--- src/rtl/xs3_to_bcd_fsm.sv ---
// Serial Excess-3 to BCD decoder: collect 4 bits, subtract 3, shift 4 bits out.
// Define XS3_ERR_CHECK_EN to flag invalid XS-3 codes and send zeros for them.
module xs3_to_bcd_fsm #(
    parameter int LSB_FIRST = 1
) (
    input  logic       clk,
    input  logic       rst,
    input  logic       in,
    input  logic       in_valid,
    output logic       out,
    output logic       out_valid,
    output logic       busy,
    output logic       err,
    output logic [3:0] s_xs3_in,
    output logic [3:0] s_bcd_out
);
    typedef enum logic [1:0] {
        S_RECV = 2'd0,
        S_CALC = 2'd1,
        S_SEND = 2'd2
    } state_t;

    state_t     r_state;
    state_t     w_next;
    logic [1:0] r_cnt;
    logic [1:0] w_idx;
    logic [3:0] r_xs3;
    logic [3:0] r_bcd;
    logic [3:0] w_bcd;
    logic       r_err;
    logic       w_bad;

    // For a 2-bit counter, 3-cnt is simply the bitwise inverse.
    assign w_idx = (LSB_FIRST != 0) ? r_cnt : ~r_cnt;

`ifdef XS3_ERR_CHECK_EN
    assign w_bad = (r_xs3 < 4'd3) || (r_xs3 > 4'd12);
`else
    assign w_bad = 1'b0;
`endif

    assign w_bcd = w_bad ? 4'd0 : r_xs3 - 4'd3;

    always_ff @(posedge clk or negedge rst) begin
        if (!rst) begin
            r_state <= S_RECV;
        end else begin
            r_state <= w_next;
        end
    end

    always_comb begin
        w_next = r_state;
        unique case (r_state)
            S_RECV: begin
                if (in_valid && (r_cnt == 2'd3)) begin
                    w_next = S_CALC;
                end
            end
            S_CALC: w_next = S_SEND;
            S_SEND: begin
                if (r_cnt == 2'd3) begin
                    w_next = S_RECV;
                end
            end
            default: w_next = S_RECV;
        endcase
    end

    always_ff @(posedge clk or negedge rst) begin
        if (!rst) begin
            r_cnt <= 2'd0;
            r_xs3 <= 4'd0;
            r_bcd <= 4'd0;
            r_err <= 1'b0;
        end else begin
            unique case (r_state)
                S_RECV: begin
                    if (in_valid) begin
                        r_xs3[w_idx] <= in;
                        r_cnt        <= r_cnt + 2'd1;
                    end
                end
                S_CALC: begin
                    r_bcd <= w_bcd;
                    r_err <= w_bad;
                    r_cnt <= 2'd0;
                end
                S_SEND: r_cnt <= r_cnt + 2'd1;
                default: r_cnt <= 2'd0;
            endcase
        end
    end

    // Outputs decode registered state only, so `in` cannot glitch them.
    always_comb begin
        out       = 1'b0;
        out_valid = 1'b0;
        busy      = 1'b0;
        unique case (r_state)
            S_CALC: busy = 1'b1;
            S_SEND: begin
                busy      = 1'b1;
                out_valid = 1'b1;
                out       = r_bcd[w_idx];
            end
            default: ;
        endcase
    end

    assign err       = r_err;
    assign s_xs3_in  = r_xs3;
    assign s_bcd_out = r_bcd;

endmodule

--- config.mk ---
export PLATFORM = sky130hd
export DESIGN_NAME = xs3_to_bcd_fsm
export DESIGN_NICKNAME = d
export VERILOG_FILES = /design/src/rtl/xs3_to_bcd_fsm.sv
export SDC_FILE = /design/constraint.sdc
export NUM_CORES = 1
export LEC_CHECK = 0
export CORE_MARGIN = 5
export CORE_UTILIZATION = 43
export CTS_BUF_LIST = sky130_fd_sc_hd__clkbuf_16
export DETAILED_ROUTE_END_ITERATION = 10
export MAX_ROUTING_LAYER = met4
export PLACE_DENSITY = 0.73
export SYNTH_ARGS = -nofsm -noshare
export SYNTH_HDL_FRONTEND = slang
export SYNTH_SLANG_ARGS = --single-unit
--- constraint.sdc ---
create_clock -name clk -period 1.3 [get_ports clk]
set_input_delay 0.26 -clock clk [delete_from_list [all_inputs] [get_ports clk]]
set_output_delay 0.26 -clock clk [all_outputs]
set_load 0.1 [all_outputs]
# After elaboration in Yosys (flattened, before gate mapping)
# Index checks and enable logic that the tools add are counted.
# word_totals
reg_bits	12
inputBits	4
output_inout_bits	12
word_cells	33
# op_classes
add_sub_neg	2
magnitude_cmp	2
n_eq_ne	6
mux	13
reduce_logical	6
# op_table
operator	n
$mux W2	3
$ne A2 B2 Y1 const B	3
$pmux W2 S3	1
$mux W1	5
$bwmux W4	1
$eq A2 B2 Y1 const B	2
$pmux W2 S2	1
$reduce_and A2 Y1	2
$sub A4 B2 Y4 const B	1
$lt A2 B3 Y1 const B	1
$add A2 B1 Y2 const B	1
$bmux W1 S2	1
$demux W1 S2	1
$eq A2 B1 Y1 const B	1
$ge A2 B1 Y1 const B	1
$logic_and A1 B1 Y1	2
$logic_not A2 Y1	1
$reduce_or A2 Y1	1

# Longest topological paths before layout
# Gate-level depths: netlist (run 1).
# logic_depth
word_depth	5
ltp_mapped	5
ltp_nobuf	5

# Worst setup path before layout (run 1)
# Ideal clock, no wire load.
# synth_path
kind	flip-flop to output port
start	register r_state[0]
end	output out
arrival_time_ns	2.212
t_required_ns	1.040
slack_ns	-1.172
stages_incl_launch_ff	4
path_buffers	0
cell_sequence	dfrtp_1 > inv_1 > ha_1 > and2_1
# synth_between
elab_chain_len	2
# synth_lines
element	line	text
start, declared	23	state_t r_state;
start signal, assigned	48	r_state <= w_next;
$eq A2 B2 Y1	100	unique case (r_state)
$mux W1	100	
end, declared	10	output logic out,
# Every way passes these cells.

# Final worst setup path (run 1)
# layout_path
start	register r_bcd[3] (netlist: s_bcd_out[3])
end	output out
# layout_between
elab_chain_len	3
# layout_lines
element	line	text
start, declared	28	logic [3:0] r_bcd;
start signal, assigned	85	r_bcd <= w_bcd;
$bmux W1 S2	105	out = r_bcd[w_idx];
$mux W1 (implied by the code)	105	
$mux W1	100	
# Every way passes these cells. The select of a mux whose other input is x is not followed.

==> results of run 1 <==
==> flip-flops by register name, indices dropped and copies added, names as in the netlist <==
register and count:
s_bcd_out 4, s_xs3_in 4, r_state 2, r_cnt 2
==> placed cells by master (no fill, tap or decap), types with 2 or more instances in the layout <==
cell,instances
buf_4,15
mux2_4,3
ha_4,6
buf_6,3
mux2_2,4
dfrtp_1,3
buf_12,12
clkbuf_16,3
ha_1,2
inv_2,3
dfrtp_4,4
xnor2_1,2
nor2_1,2
inv_1,3
ha_2,2
a21oi_1,3
clkdlybuf4s50_1,3
nand3_2,3
dfrtp_2,5
nand3_1,2
==> metrics by stage <==
stage | setup TNS, ns | utilization [%] | cell area, µm² | hold slack (ns)
finish | -1.18 | 89.8 | 1350 | 0.329
floorplan | -0.550 | - | 753 | -0.0356
global route | -1.53 | 89.8 | 1350 | 0.353
detailed placement | -0.975 | 76.7 | 1160 | 0.575
global placement | -0.934 | 76.7 | 1160 | 0.567
CTS | -1.03 | 86.1 | 1300 | 0.342
==> worst max-delay path: stages, from the launching register on <==
cell     delay, ns
dfrtp_4       0.47
mux4_2        0.47
and2_4        0.16
buf_12        0.16
==> cell families (layout without fill, tap and decap cells) <==
| group | Yosys count | after routing | share of synthesized area [%] |
|---|---|---|---|
| adder cells (fa/ha/maj) | 10 | 10 | 18.1 |
| other | 1 | 1 | 0.543 |
| AO/OA/AOI/OAI | 7 | 7 | 6.16 |
| buffers and inverters | 7 | 43 | 4.35 |
| AND/OR/NAND/NOR | 12 | 12 | 8.70 |
| flip-flops | 12 | 12 | 43.5 |
| XOR/XNOR | 2 | 2 | 2.54 |
| multiplexers | 9 | 9 | 16.1 |
==> per-layer routing <==
metal / routed length, µm / global-route usage [%] / share of wire, %
met1: 718 / 19.7 / 38
met2: 987 / 25.1 / 52
met3: 110 / 5.72 / 5.8
met4: 88 / 3.93 / 4.6
met5: 0 / - / 0
==> final timing paths <==
check | start | end | slack [ns]
setup / recovery | s_bcd_out[3]$_DFFE_PN0N_ | out | -0.46
hold / removal | rst | s_bcd_out[2]$_DFFE_PN0N_ | 0.33
max in group asynchronous | rst | s_xs3_in[1]$_DFFE_PN0P_ | 0.79
setup reg to reg | r_state[0]$_DFFE_PN0P_ | r_state[1]$_DFFE_PN0P_ | -0.16
min in group clk | s_xs3_in[0]$_DFFE_PN0P_ | s_bcd_out[0]$_DFFE_PN0N_ | 0.59
hold reg to reg | s_xs3_in[0]$_DFFE_PN0P_ | s_bcd_out[0]$_DFFE_PN0N_ | 0.59
==> final cells by class <==
type / count / area share (%)
multi-input combinational: 41 / 36.4
sequential: 12 / 23.8
timing repair buffer: 33 / 30.8
tap: 16 / 1.48
clock buffer: 3 / 5.55
clock inverter: 1 / 0.278
inverter: 6 / 1.67
==> repair_timing <==
item / in CTS / in global routing
endpoints found under the setup margin: 12 / 13
setup buffers: 2 / 2
resized for setup: 16 / 11
pin swaps: 3 / 1
cloned: 0 / 0
endpoints found under the hold margin: 0 / 0
==> qor.txt, run 1 <==
first-pass GRT wire length = 2.97 mm
ys flop type = dfrtp_1
RSZ-0062 raised after global routing = yes
Worst setup SP type = flop
cts hold-fix bufs = 0
period utilization = 135%
final slew viol count = 0
vias in the first global route = 605
max cap viols = 0
CP max FO = 2
router iterations before antenna repair = 4
Num CTS Buffers = 3
dpl cells = 106
DRC viols = 0
nets = 111
Mapped Nets = 74
Starting Density = 45.8%
Tot GR Track Use = 16.1%
min cycle time layout = 1.76 ns
sequential-to-total area share from yosys stat = 43.5%
critical path required time = 1.04 ns
count of final hold-check violations = 0
Unique masters post-synth = 19
top cells by area, synth = dfrtp_1 (43%), ha_1 (18%), mux2_2 (11%)
most frequent cells after synthesis = dfrtp_1 (12), ha_1 (10), mux2_2 (7)
grt ovf = 0
DP Wirelength = 1.25 mm
Worst-path clk slew = 0.04 ns
Gate Count Post-Synth = 60
H-tree depth = 1
Clock Path Buffers = 2
worst-skew pair later-pin latency = 0.24 ns
ant diodes = 0
die area = 0.00251 mm²
DR vias = 601
via density per instance = 5.37
I/O pins = 16
root buffer cell = clkbuf_16
reg2reg path depth = 7
Total Wirelength = 1.91 mm
largest net degree at the start of global routing = 13
PortBufs = 14
final setup fails = 6
FF/Latch Area = 322 µm²
post-synthesis register bit count = 12
Routed Antenna Nets = 0
kind of critical path = reg -> out
EDFF count, synth = 0
wire per inst = 17.0 µm
CTS tree = done
Crit path arrival time = 1.50 ns
syn avg cell area = 11.5 µm²
Synth Cell Area = 691 µm²
multi-input logic area = 493 µm²
Die W = 50.1 µm
fmax = 570 MHz
final worst slack = -0.455 ns
post-synth top area cell = dfrtp_1
die height = 50.1 µm
initial antenna violation count = 0
clk sinks = 12
failing checks = negative setup slack
Setup WS pre-CTS = -0.207 ns
Max Clock Skew = 0.00421 ns
RD Place Congestion = 0.830
Fillers = 53
drt initial violations = 10
hold crit path type = in -> async
Core ar. = 0.00151 mm²
Synth warnings = 0
final cell count without fillers = 112
outcome = finished with violations
Area Growth Syn to Fin = 95.8%
Async S/R FF share, synth = 100%
count leader, synth = dfrtp_1
std cell rows = 14
Worst setup EP type = output pin
post-synth top area share = 43.5%
share of layout cells above drive strength 1 = 72.9%
Power of run 1 is not shown: default switching activity piles up to over one toggle a cycle in this logic, so the estimate is an artifact.
==> inputs of run 2 (changes only) <==
- SLEW_MARGIN: not set -> 30
==> results of run 2 <==
Final layout, timing and power as in run 1 (identical DEF).
Power of run 2 is left out for the same reason.
